$ cat src/rtl/gzip_stream_sequencer_pkg.sv
// rtl/gzip_stream_sequencer_pkg.sv - shared state encoding and LED bit map for the gzip stream sequencer
package gzip_stream_sequencer_pkg;

    // Sequencer states
    localparam logic [1:0] IDLE      = 2'd0;
    localparam logic [1:0] STREAM    = 2'd1;
    localparam logic [1:0] FLUSH     = 2'd2;
    localparam logic [1:0] WAIT_DONE = 2'd3;

    // o_led bit positions
    localparam int LED_ACTIVE    = 0;   // STREAM or FLUSH
    localparam int LED_WAIT_DONE = 1;
    localparam int LED_OVERFLOW  = 2;
    localparam int LED_NONEMPTY  = 3;

endpackage

$ cat src/rtl/stream_byte_fifo.sv
// rtl/stream_byte_fifo.sv - synchronous 8-bit show-ahead FIFO with full/empty flags
//
// Ports:
//   clk, rstn          clock, asynchronous active-low reset (pointers only)
//   wr_en, wr_data     push request and byte; ignored while full
//   rd_en              pop request; ignored while empty
//   rd_data            byte at the head (valid whenever empty is low)
//   full, empty        occupancy flags derived from the registered pointers
module stream_byte_fifo #(
    parameter int AW = 4
) (
    input  logic       clk,
    input  logic       rstn,
    input  logic       wr_en,
    input  logic [7:0] wr_data,
    input  logic       rd_en,
    output logic [7:0] rd_data,
    output logic       full,
    output logic       empty
);

    // Pointers carry one extra MSB so full and empty are distinguishable
    logic [AW:0] wr_ptr;
    logic [AW:0] rd_ptr;
    logic [7:0]  mem [0:(1<<AW)-1];
    logic        do_wr;
    logic        do_rd;

    assign empty = (wr_ptr == rd_ptr);
    assign full  = (wr_ptr[AW] != rd_ptr[AW]) && (wr_ptr[AW-1:0] == rd_ptr[AW-1:0]);
    assign do_wr = wr_en && !full;
    assign do_rd = rd_en && !empty;

    assign rd_data = mem[rd_ptr[AW-1:0]];

    always_ff @(posedge clk or negedge rstn) begin
        if (!rstn) begin
            wr_ptr <= '0;
            rd_ptr <= '0;
        end else begin
            if (do_wr) wr_ptr <= wr_ptr + 1'b1;
            if (do_rd) rd_ptr <= rd_ptr + 1'b1;
        end
    end

    always_ff @(posedge clk) begin
        if (do_wr) mem[wr_ptr[AW-1:0]] <= wr_data;
    end

endmodule

$ cat src/rtl/gzip_stream_sequencer.sv
// rtl/gzip_stream_sequencer.sv - buffers UART RX bytes and frames them into tlast-terminated compressor streams
//
// Ports:
//   clk, rstn                      clock, asynchronous active-low reset
//   i_rx_tvalid, i_rx_tdata        one-cycle received-byte strobe and byte (cannot be stalled)
//   o_tvalid, i_tready, o_tdata,   byte stream towards the compressor; o_tlast marks end of file
//   o_tlast
//   i_done                         compressor finished the gzip trailer
//   o_len_valid, o_len             completed-stream length pulse and value (saturating)
//   o_overflow                     sticky: an RX byte was dropped because the FIFO was full
//   o_led                          status lamps, bit map in the package
module gzip_stream_sequencer
    import gzip_stream_sequencer_pkg::*;
#(
    parameter int unsigned IDLE_TIMEOUT = 10000000,
    parameter int          FIFO_AW      = 4
) (
    input  logic        clk,
    input  logic        rstn,
    input  logic        i_rx_tvalid,
    input  logic [7:0]  i_rx_tdata,
    output logic        o_tvalid,
    input  logic        i_tready,
    output logic [7:0]  o_tdata,
    output logic        o_tlast,
    input  logic        i_done,
    output logic        o_len_valid,
    output logic [31:0] o_len,
    output logic        o_overflow,
    output logic [3:0]  o_led
);

    localparam logic [31:0] TIMEOUT_LAST = 32'(IDLE_TIMEOUT - 1);

    logic [1:0]  state;
    logic        pend_v;
    logic [7:0]  pend_d;
    logic [31:0] len_cnt;
    logic [31:0] len_next;
    logic [31:0] to_cnt;
    logic        fifo_full;
    logic        fifo_empty;
    logic [7:0]  fifo_head;
    logic        fifo_pop;
    logic        handshake;

    stream_byte_fifo #(.AW(FIFO_AW)) u_fifo (
        .clk     (clk),
        .rstn    (rstn),
        .wr_en   (i_rx_tvalid),
        .wr_data (i_rx_tdata),
        .rd_en   (fifo_pop),
        .rd_data (fifo_head),
        .full    (fifo_full),
        .empty   (fifo_empty)
    );

    // The pending byte is only offered in STREAM while another byte is queued
    // behind it; otherwise it might turn out to be the last byte and need tlast.
    always_comb begin
        o_tvalid = 1'b0;
        o_tlast  = 1'b0;
        case (state)
            STREAM:  o_tvalid = pend_v && !fifo_empty;
            FLUSH: begin
                o_tvalid = 1'b1;
                o_tlast  = 1'b1;
            end
            default: o_tvalid = 1'b0;
        endcase
    end

    assign o_tdata   = pend_d;
    assign handshake = o_tvalid && i_tready;
    assign fifo_pop  = ((state == IDLE) && !fifo_empty) || ((state == STREAM) && handshake);
    assign len_next  = (len_cnt == 32'hFFFF_FFFF) ? len_cnt : len_cnt + 32'd1;

    always_comb begin
        o_led                = '0;
        o_led[LED_ACTIVE]    = (state == STREAM) || (state == FLUSH);
        o_led[LED_WAIT_DONE] = (state == WAIT_DONE);
        o_led[LED_OVERFLOW]  = o_overflow;
        o_led[LED_NONEMPTY]  = !fifo_empty;
    end

    always_ff @(posedge clk or negedge rstn) begin
        if (!rstn) begin
            state       <= IDLE;
            pend_v      <= 1'b0;
            pend_d      <= '0;
            len_cnt     <= '0;
            to_cnt      <= '0;
            o_len_valid <= 1'b0;
            o_len       <= '0;
            o_overflow  <= 1'b0;
        end else begin
            o_len_valid <= 1'b0;
            // The full flag is registered, so a same-cycle pop does not make room
            if (i_rx_tvalid && fifo_full) o_overflow <= 1'b1;

            case (state)
                IDLE: begin
                    if (!fifo_empty) begin
                        pend_v  <= 1'b1;
                        pend_d  <= fifo_head;
                        len_cnt <= '0;
                        to_cnt  <= '0;
                        state   <= STREAM;
                    end
                end
                STREAM: begin
                    if (handshake) begin
                        pend_d  <= fifo_head;
                        len_cnt <= len_next;
                    end
                    // Silence is measured only once everything but the pending byte has left
                    if (i_rx_tvalid) begin
                        to_cnt <= '0;
                    end else if (fifo_empty) begin
                        if (to_cnt == TIMEOUT_LAST) state <= FLUSH;
                        else                         to_cnt <= to_cnt + 32'd1;
                    end
                end
                FLUSH: begin
                    if (handshake) begin
                        pend_v      <= 1'b0;
                        len_cnt     <= len_next;
                        o_len       <= len_next;
                        o_len_valid <= 1'b1;
                        state       <= WAIT_DONE;
                    end
                end
                WAIT_DONE: begin
                    if (i_done) state <= IDLE;
                end
                default: state <= IDLE;
            endcase
        end
    end

endmodule
$ cat config.mk
export PLATFORM = sky130hd
export DESIGN_NAME = gzip_stream_sequencer
export DESIGN_NICKNAME = d
export VERILOG_FILES = /design/src/rtl/gzip_stream_sequencer_pkg.sv /design/src/rtl/stream_byte_fifo.sv /design/src/rtl/gzip_stream_sequencer.sv
export SDC_FILE = /design/constraint.sdc
export NUM_CORES = 1
export LEC_CHECK = 0
export CAP_MARGIN = 20
export CORE_ASPECT_RATIO = 1.1
export CORE_MARGIN = 1.5
export CORE_UTILIZATION = 40
export DETAILED_ROUTE_END_ITERATION = 10
export HOLD_SLACK_MARGIN = 0.12
export PLACE_DENSITY = 0.54
export SYNTH_ARGS = -nofsm -noshare
export SYNTH_HDL_FRONTEND = slang
export SYNTH_SLANG_ARGS = --single-unit
$ cat constraint.sdc
create_clock -name clk -period 3.25 [get_ports clk]
set_input_delay 0.975 -clock clk [delete_from_list [all_inputs] [get_ports clk]]
set_output_delay 0.975 -clock clk [all_outputs]
set_load 0.02 [all_outputs]
==> results of run 1 <==
==> synthesized netlist by cell type, types with 3 or more instances <==
| cell type | number |
|---|---|
| edfxtp_1 | 128 |
| dfrtp_1 | 119 |
| nand2_1 | 93 |
| nand3_1 | 61 |
| clkbuf_1 | 51 |
| o21ai_0 | 41 |
| or4_1 | 38 |
| a21oi_1 | 36 |
| nor2_1 | 33 |
| mux4_2 | 32 |
| nand4_1 | 30 |
| o31ai_1 | 22 |
| xnor2_1 | 22 |
| a22oi_1 | 20 |
| inv_1 | 18 |
| o211ai_1 | 17 |
| or3_1 | 17 |
| nor4_1 | 15 |
| and2_1 | 12 |
| and3_1 | 12 |
| and4_1 | 11 |
| ha_1 | 11 |
| xor2_1 | 10 |
| buf_1 | 9 |
| mux2_2 | 9 |
| nor3_1 | 8 |
| a31oi_1 | 7 |
| buf_2 | 7 |
| nand2b_1 | 6 |
| nor4b_1 | 6 |
| nor2b_1 | 5 |
| nor3b_1 | 5 |
| mux2i_1 | 4 |
| a211o_1 | 3 |
| a221oi_1 | 3 |
| a2bb2oi_1 | 3 |
| o2111ai_1 | 3 |
| or2_2 | 3 |
==> cells by family (layout without fill, tap and decap cells) <==
kind of cell	after synthesis	in the layout	synth area share, %
AND/OR/NAND/NOR	361	361	17.0
flip-flops	247	247	58.6
AO/OA/AOI/OAI	181	181	10.4
buffers and inverters	88	173	2.96
multiplexers	45	45	7.41
XOR/XNOR	32	32	2.41
adder cells (fa/ha/maj)	11	11	1.18
==> worst max-delay path, stage by stage, from the launching register on <==
cell and delay, ps:
dfrtp_2 450, xnor2_2 180, nand4_1 180, nor2_2 210
inv_1 80, a31oi_1 160, nor2_1 70, clkdlybuf4s15_1 280
==> cell usage in the layout (no fill, tap or decap), types with 11 or more instances in the layout <==
master           synthesis  routed
mux4_2                  32      32
o211ai_1                17      17
or3_1                   17      17
clkbuf_16                0      27
dfrtp_1                119     116
o21ai_0                 41      41
inv_1                   18      18
nand2_1                 93      92
clkdlybuf4s50_1          0      57
nor2_1                  33      32
nand3_1                 61      61
nor4_1                  15      15
o31ai_1                 22      22
or4_1                   38      38
nand4_1                 30      30
xnor2_1                 22      18
a22oi_1                 20      20
and4_1                  11      11
and3_1                  12      12
buf_4                    1      42
edfxtp_1               128     128
and2_1                  12      12
ha_1                    11      11
a21oi_1                 36      36
==> registers in the layout, summed over array words and instances (netlist names) <==
register / cells
len_cnt: 32
o_len: 32
o_len_valid: 1
o_overflow: 1
o_tdata: 8
pend_v: 1
state: 2
to_cnt: 32
u_fifo.mem: 128
u_fifo.rd_ptr: 5
u_fifo.wr_ptr: 5
==> power breakdown <==
part	switching (mW)	internal, mW	leakage, nW
Sequential	0.521	3.93	2.61
Clock	1.22	1.69	0.413
Combinational	2.93	2.22	1.91
==> area by class of cell <==
type | count | area [um2] | share of cell area, %
inverters | 19 | 71.3 | 0.520
well taps | 368 | 460 | 3.36
clock buffers | 37 | 753 | 5.49
repair buffers | 105 | 970 | 7.07
multi-input cells | 630 | 4550 | 33.2
flip-flops and latches | 247 | 6830 | 49.8
clock inverters | 12 | 86.3 | 0.630
==> stage by stage <==
| step | area, um2 | worst slack, ps | hold WS [ps] | util [%] |
|---|---|---|---|---|
| 6_report | 13700 | 135 | 368 | 47.9 |
| 3_5_place_dp | 12800 | 82.6 | 470 | 44.8 |
| 5_1_grt | 13700 | -23.3 | 392 | 47.9 |
| 2_1_floorplan | 11600 | 384 | 501 | - |
| 3_3_place_gp | 12800 | 130 | 461 | 44.8 |
| 4_1_cts | 13700 | 33.5 | 368 | 47.7 |
==> per-layer routing <==
layer / wire length [um] / part of all wire (%) / GRT usage (%) / vias to the layer above
met4: 422 / 1.5 / 3.75 / 0
met1: 12600 / 46 / 25.9 / 4059
li1: - / - / - / 3874
met5: 0 / 0 / 0 / -
met3: 1120 / 4.1 / 2.44 / 31
met2: 13400 / 48 / 30.9 / 176
==> what timing repair did <==
| action | in CTS | in global routing |
|---|---|---|
| setup buffers | 0 | 2 |
| setup endpoints to repair | 2 | 1 |
| gates resized for setup | 3 | 7 |
| hold endpoints to repair | 0 | 0 |
| pin swaps | 0 | 2 |
==> worst paths after layout <==
kind                              end  slack (ps)  cells past startpoint
setup / recovery             o_tvalid         140                      7
hold / removal             to_cnt[25]         370                      1
setup reg to reg           to_cnt[27]         510                      8
hold reg to reg             o_len[13]         480                      2
max in group asynchronous    o_len[2]        2180                      2
min in group clk            o_len[13]         480                      2
==> flow_metrics.py, run 1 <==
metrics = {
    "place": {
        "place_congestion": 0.816,
        "place_inst": 1366,
        "port_buffers": 60,
        "dp_hpwl_um": 18000,
    },
    "clock_tree": {
        "ctsHoldBuffers": 0,
        "clk_latency_ps": 530,
        "tritoncts": "done",
        "clockBufferDepth": 3,
        "numCtsBuffers": 27,
        "cts-root-buf": "clkbuf_16",
        "clk_pin_slew_worst_paths_ps": 60,
        "htreeDepth": 1,
        "cts.sinks": 247,
    },
    "timing": {
        "skew_ps": 15.7,
        "fin_crit_ps": 3110,
        "finalSetupTns_ps": 0,
        "slew_headroom_pct": 38.8,
        "drv_slew": 0,
        "fin_crit_sh_pct": 95.8,
        "fmax_mhz": 321,
        "hold_viol_final": 0,
        "worst_slew_pin_slew_ps": 916,
        "setup_viol": 0,
    },
    "synth": {
        "synth_edf_count": 128,
        "synth_seq_cells": 247,
        "synth_top_area_share_pct": 33.0,
        "ys_warn_count": 0,
        "yosysTopAreaCell": "edfxtp_1",
        "ys.flop_type": "edfxtp_1",
        "async_reset_ff_share_pct": 48.2,
        "synth_area_um2": 11600,
        "synthesis.instances": 965,
        "syn_nets": 989,
        "syn_area_per_cell_um2": 12.1,
        "yosysSeqAreaShare_pct": 58.6,
        "synth.distinct_cells": 65,
        "synth.area.top_cells": "edfxtp_1 (33%), dfrtp_1 (26%), mux4_2 (6.2%)",
    },
    "power_and_ir_drop": {
        "power_per_cell_area_nw_per_um2": 912,
        "total_power_mw": 12.5,
        "vdd_drop_max_v": 0.000541,
        "power.leakage_nw": 4.94,
    },
    "global_route": {
        "grt_pass1_wl_um": 44700,
        "antenna_found_initial": 0,
        "grt_pass1_vias": 7885,
        "overflow": 0,
        "grt_max_degree": 60,
        "grtUsageTotal_pct": 18.5,
    },
    "floorplan": {
        "die_height_um": 182,
        "die_w_um": 166,
        "num_io_pins": 61,
        "initial_core_util_pct": 40.6,
        "coreArea_um2": 28600,
        "row_count": 65,
        "die_area_um2": 30100,
    },
    "layout": {
        "drive_gt1_share_pct": 14.3,
        "fin_cells": 1418,
        "syn_to_final_growth_pct": 17.9,
        "nNetsFinal": 1054,
        "antennaDiodeCount": 0,
        "fill_cells": 2594,
    },
    "worst_setup_path": {
        "start_kind": "flop",
        "worst-path-max-fanout": 6,
        "startpoint": "u_fifo.rd_ptr[3]",
        "path_class": "reg2out",
        "arrival_ps": 2140,
        "critPathCaptureType": "output pin",
        "r2r_start": "state[1]",
        "critical_path_required_ps": 2270,
    },
    "run_status": {
        "status": "completed",
    },
    "drt": {
        "dr.first_iter.drc_count": 531,
        "antenna_left": 0,
        "drt-vias-per-instance": 5.74,
        "wl_per_cell_um": 19.4,
        "vias": 8140,
        "wirelength_um": 27500,
        "drc_errors": 0,
        "firstDrtPassIters": 5,
    },
    "flow_run": {
        "maxCapViolations": 0,
    },
    "hold_path": {
        "hold_path_class": "in2async",
    },
}
Note: power is estimated with default switching activity, not from simulation.
==> run 2: changes to the inputs <==
- GPL_TIMING_DRIVEN: not set -> 0
==> run 2 against run 1 <==
Compared with the run above:
- clock power increased by 10%
- flip-flop and latch count unchanged
- final cell count increased by 2.5%
- highest routed layer unchanged
- clock-buffer cell count increased by 3
- design area increased by 1.3%
- power increased by 4.0%
- critical path type unchanged
- register-to-register slack got worse by 280 ps
==> flow_metrics.py, run 2 (synthesis gave the netlist of run 1 again) <==
metrics = {
    "global_route": {
        "grt_max_degree": 84,
        "antenna_found_initial": 0,
        "grtUsageTotal_pct": 20.0,
        "grt_pass1_vias": 8395,
        "overflow": 0,
        "grt_pass1_wl_um": 47700,
    },
    "clock_tree": {
        "cts.sinks": 247,
        "htreeDepth": 1,
        "cts-root-buf": "clkbuf_16",
        "clockBufferDepth": 3,
        "ctsHoldBuffers": 0,
        "clk_pin_slew_worst_paths_ps": 60,
        "clk_latency_ps": 550,
        "tritoncts": "done",
        "numCtsBuffers": 28,
    },
    "worst_setup_path": {
        "critical_path_required_ps": 2270,
        "cp_cell_sequence": "inv_1 > ha_1 > clkdlybuf4s50_1",
        "path_class": "reg2out",
        "worst_path_max_delay_cell": "clkdlybuf4s50_1",
        "cp_top_family": "buffers and inverters",
        "crit_buf_inv": 2,
        "start_kind": "flop",
        "worst-path-max-fanout": 10,
        "critPathCaptureType": "output pin",
        "arrival_ps": 2170,
        "max_stage_delay_ps": 690,
    },
    "drt": {
        "wl_per_cell_um": 20.3,
        "drc_errors": 0,
        "dr.first_iter.drc_count": 658,
        "antenna_left": 0,
        "firstDrtPassIters": 5,
        "wirelength_um": 29500,
        "drt-vias-per-instance": 5.72,
        "vias": 8319,
    },
    "timing": {
        "fin_crit_sh_pct": 96.6,
        "worst_slew_pin_slew_ps": 1040,
        "hold_viol_final": 0,
        "drv_slew": 0,
        "setup_viol": 0,
        "rsz0062_at_grt": "true",
        "fmax_mhz": 318,
        "fin_crit_ps": 3140,
        "slew_headroom_pct": 29.2,
        "skew_ps": 17.0,
    },
    "place": {
        "port_buffers": 59,
        "dp_hpwl_um": 20000,
        "place_congestion": 0.868,
        "place_area_um2": 12800,
    },
    "layout": {
        "antennaDiodeCount": 0,
        "drive_gt1_share_pct": 12.7,
        "layout_common_cells": "edfxtp_1 (128), dfrtp_1 (118), nand2_1 (93)",
        "final_common_cell": "edfxtp_1",
        "largest_reg_flops": 128,
        "nNetsFinal": 1088,
        "syn_to_final_growth_pct": 19.4,
        "final_cell_area_um2": 13900,
        "fill_cells": 2601,
        "final_util_pct": 48.5,
    },
    "floorplan": {
        "die_area_um2": 30100,
        "coreArea_um2": 28600,
        "row_count": 65,
        "num_io_pins": 61,
        "die_height_um": 182,
        "initial_core_util_pct": 40.6,
        "die_w_um": 166,
    },
    "power_and_ir_drop": {
        "power_per_cell_area_nw_per_um2": 937,
        "total_power_mw": 13.0,
        "power.leakage_nw": 4.94,
        "vdd_drop_max_v": 0.000500,
    },
    "hold_path": {
        "hold_path_class": "in2async",
    },
    "flow_run": {
        "maxCapViolations": 0,
    },
    "run_status": {
        "status": "completed",
    },
}
==> run 2: changes by cell type in the layout (fill, tap and decap cells not counted), moves of 4 or more <==
cell / before / now
buf_1: 0 / 8
nor3b_1: 5 / 1
clkinv_1: 4 / 0
clkbuf_1: 6 / 54
buf_4: 42 / 10
nor3b_4: 0 / 4
buf_2: 0 / 6
==> run 2: worst reg2reg max path, stage by stage (launching register included) <==
cell and delay (ps):
dfrtp_1 400, inv_1 140, ha_1 180, clkbuf_1 300, nor2b_1 260, nand3_1 100
or4_1 560, clkbuf_1 270, clkbuf_1 310, o31ai_1 270, a21oi_1 100
==> run 2: per-layer routing <==
metal / up-vias / track usage [%] / part of all wire, %
met2: 175 / 34.2 / 49
li1: 3936 / - / -
met1: 4166 / 26.7 / 45
met4: 0 / 5.37 / 1.9
met3: 42 / 2.83 / 4.2
met5: - / 0 / 0
==> run 2: what timing repair did <==
item	in CTS	in global routing
pin swaps	1	5
setup endpoints to repair	36	52
setup buffers	1	5
gates resized for setup	17	11
==> run 2: cell type report <==
cell class              instances  area (um2)  area share [%]
plain buffers                  66         280            2.02
clock buffers                  40         787            5.66
clock inverters                12         154            1.11
inverters                      19        75.1           0.540
multi-input cells             630        4570            32.9
flip-flops and latches        247        6820            49.1
well taps                     368         460            3.31
repair buffers                 72         748            5.38
==> run 2: worst paths after layout <==
check	end	slack, ps	from	depth (start not counted)
worst min-delay path	to_cnt[29]	330	rstn	1
worst min register to register	o_len[15]	480	o_len[15]	2
max in group asynchronous	len_cnt[30]	2130	rstn	2
min in group clk	o_len[15]	480	o_len[15]	2
worst max-delay path	o_tlast	110	state[0]	3
worst max register to register	to_cnt[21]	230	state[1]	10
==> run 2: metrics by stage <==
step | TNS, ps | hold slack, ps | worst slack [ps] | instances
finish | 0 | 333 | 109 | 1454
global route | -29.6 | 345 | -29.6 | 1454
CTS | -5.28 | 335 | -5.28 | 1448
detailed placement | -16710 | 470 | -619 | 1397
global placement | -534850 | 463 | -3970 | 1392
floorplan | 0 | 501 | 384 | 965
==> run 2: report_power, final <==
part           switching [mW]  leakage [nW]  internal [mW]
registers               0.421          2.62           3.93
logic                    3.26          1.87           2.20
clock network            1.28         0.452           1.93
==> run 3: changes to the inputs <==
- REMOVE_ABC_BUFFERS: not set -> 1
==> run 3 against run 2 <==
Compared with the run above:
- power down 3.4%
- core utilization down 0.99 points
- clock skew down 5.2 ps
- critical path type unchanged
==> flow_metrics.py, run 3 (synthesis gave the netlist of run 1 again) <==
metrics = {
    "drt": {
        "wirelength_um": 27500,
        "drc_errors": 0,
        "drt-vias-per-instance": 5.75,
        "firstDrtPassIters": 6,
        "wl_per_cell_um": 19.7,
        "dr.first_iter.drc_count": 618,
        "vias": 8030,
        "antenna_left": 0,
    },
    "worst_setup_path": {
        "cp_top_family": "buffers and inverters",
        "ff2ff_path_depth": 6,
        "critPathCaptureType": "output pin",
        "worst-path-max-fanout": 25,
        "path_depth": 4,
        "arrival_ps": 2160,
        "worst_path_max_delay_cell": "clkdlybuf4s50_1",
        "path_class": "reg2out",
        "r2r_slack_ps": 220,
        "cp_cell_sequence": "inv_1 > ha_4 > buf_16 > clkdlybuf4s50_1",
        "max_stage_delay_ps": 620,
        "critical_path_required_ps": 2270,
        "start_kind": "flop",
        "crit_buf_inv": 3,
    },
    "layout": {
        "final_common_cell": "edfxtp_1",
        "fin_cells": 1397,
        "drive_gt1_share_pct": 13.5,
        "final_cell_area_um2": 13600,
        "final_util_pct": 47.6,
        "largest_reg_flops": 128,
        "fill_cells": 2568,
        "syn_to_final_growth_pct": 17.0,
        "nNetsFinal": 1033,
        "layout_common_cells": "edfxtp_1 (128), dfrtp_1 (113), nand2_1 (92)",
        "antennaDiodeCount": 0,
    },
    "floorplan": {
        "num_io_pins": 61,
        "coreArea_um2": 28600,
        "die_area_um2": 30100,
        "die_w_um": 166,
        "initial_core_util_pct": 40.6,
        "die_height_um": 182,
        "row_count": 65,
    },
    "place": {
        "place_inst": 1337,
        "port_buffers": 60,
        "dp_hpwl_um": 18100,
        "place_area_um2": 12600,
        "place_ws_ps": -540,
        "place_congestion": 0.840,
    },
    "global_route": {
        "antenna_found_initial": 0,
        "grt_max_degree": 73,
        "grtUsageTotal_pct": 18.5,
        "grt_pass1_wl_um": 45000,
        "overflow": 0,
        "grt_pass1_vias": 7970,
    },
    "timing": {
        "fin_crit_sh_pct": 96.5,
        "skew_ps": 11.8,
        "hold_viol_final": 0,
        "setup_slack_ps": 112,
        "drv_slew": 0,
        "rsz0062_at_grt": "false",
        "finalSetupTns_ps": 0,
        "fin_crit_ps": 3140,
        "setup_viol": 0,
        "fmax_mhz": 319,
        "slew_headroom_pct": 26.2,
        "worst_slew_pin_slew_ps": 1080,
        "whs_ps": 358,
    },
    "clock_tree": {
        "clk_pin_slew_worst_paths_ps": 60,
        "ctsHoldBuffers": 0,
        "htreeDepth": 1,
        "cts.sinks": 247,
        "numCtsBuffers": 27,
        "clockBufferDepth": 3,
        "clk_latency_ps": 550,
        "tritoncts": "done",
        "cts-root-buf": "clkbuf_16",
    },
    "power_and_ir_drop": {
        "power.leakage_nw": 4.84,
        "vdd_drop_max_v": 0.000468,
        "power_per_cell_area_nw_per_um2": 924,
        "total_power_mw": 12.6,
    },
    "hold_path": {
        "hold_path_class": "in2async",
    },
    "flow_run": {
        "maxCapViolations": 0,
    },
    "run_status": {
        "status": "completed",
    },
}
## run 3: cell type report
class / instances / area (um2) / share of cell area (%)
Tap cell: 368 / 460 / 3.38
Timing Repair inverter: 1 / 5.00 / 0.0368
Inverter: 19 / 75.1 / 0.551
Timing Repair Buffer: 83 / 831 / 6.10
Clock inverter: 12 / 100 / 0.735
Multi-Input combinational cell: 630 / 4590 / 33.7
Clock buffer: 37 / 723 / 5.31
Sequential cell: 247 / 6830 / 50.2
## run 3: worst paths after layout
kind / endpoint / start
worst max-delay path: o_led[0] / state[1]
worst min-delay path: len_cnt[21] / rstn
worst max register to register: u_fifo.mem[6][2] / u_fifo.rd_ptr[0]
worst min register to register: o_len[17] / o_len[17]
max in group asynchronous: u_fifo.rd_ptr[2] / rstn
min in group clk: o_len[17] / o_len[17]
## run 3: timing repair
item                                    CTS  global route
pin swaps                                 3             3
buffers inserted                          7             3
gates cloned                              1             0
resized for setup                        12            10
endpoints found under the setup margin   46            15
## run 3: report_power, final
group / internal (mW) / switching [mW]
sequential: 3.95 / 0.547
combinational: 2.22 / 2.97
clock: 1.64 / 1.24
total: 7.81 / 4.76
## run 3: routing by layer
layer | up-vias | track usage [%] | wire length [um]
li1 | 3814 | - | -
met1 | 4030 | 26.3 | 12800
met5 | - | 0 | 0
met4 | 0 | 4.72 | 483
met3 | 31 | 2.33 | 1020
met2 | 155 | 30.1 | 13200
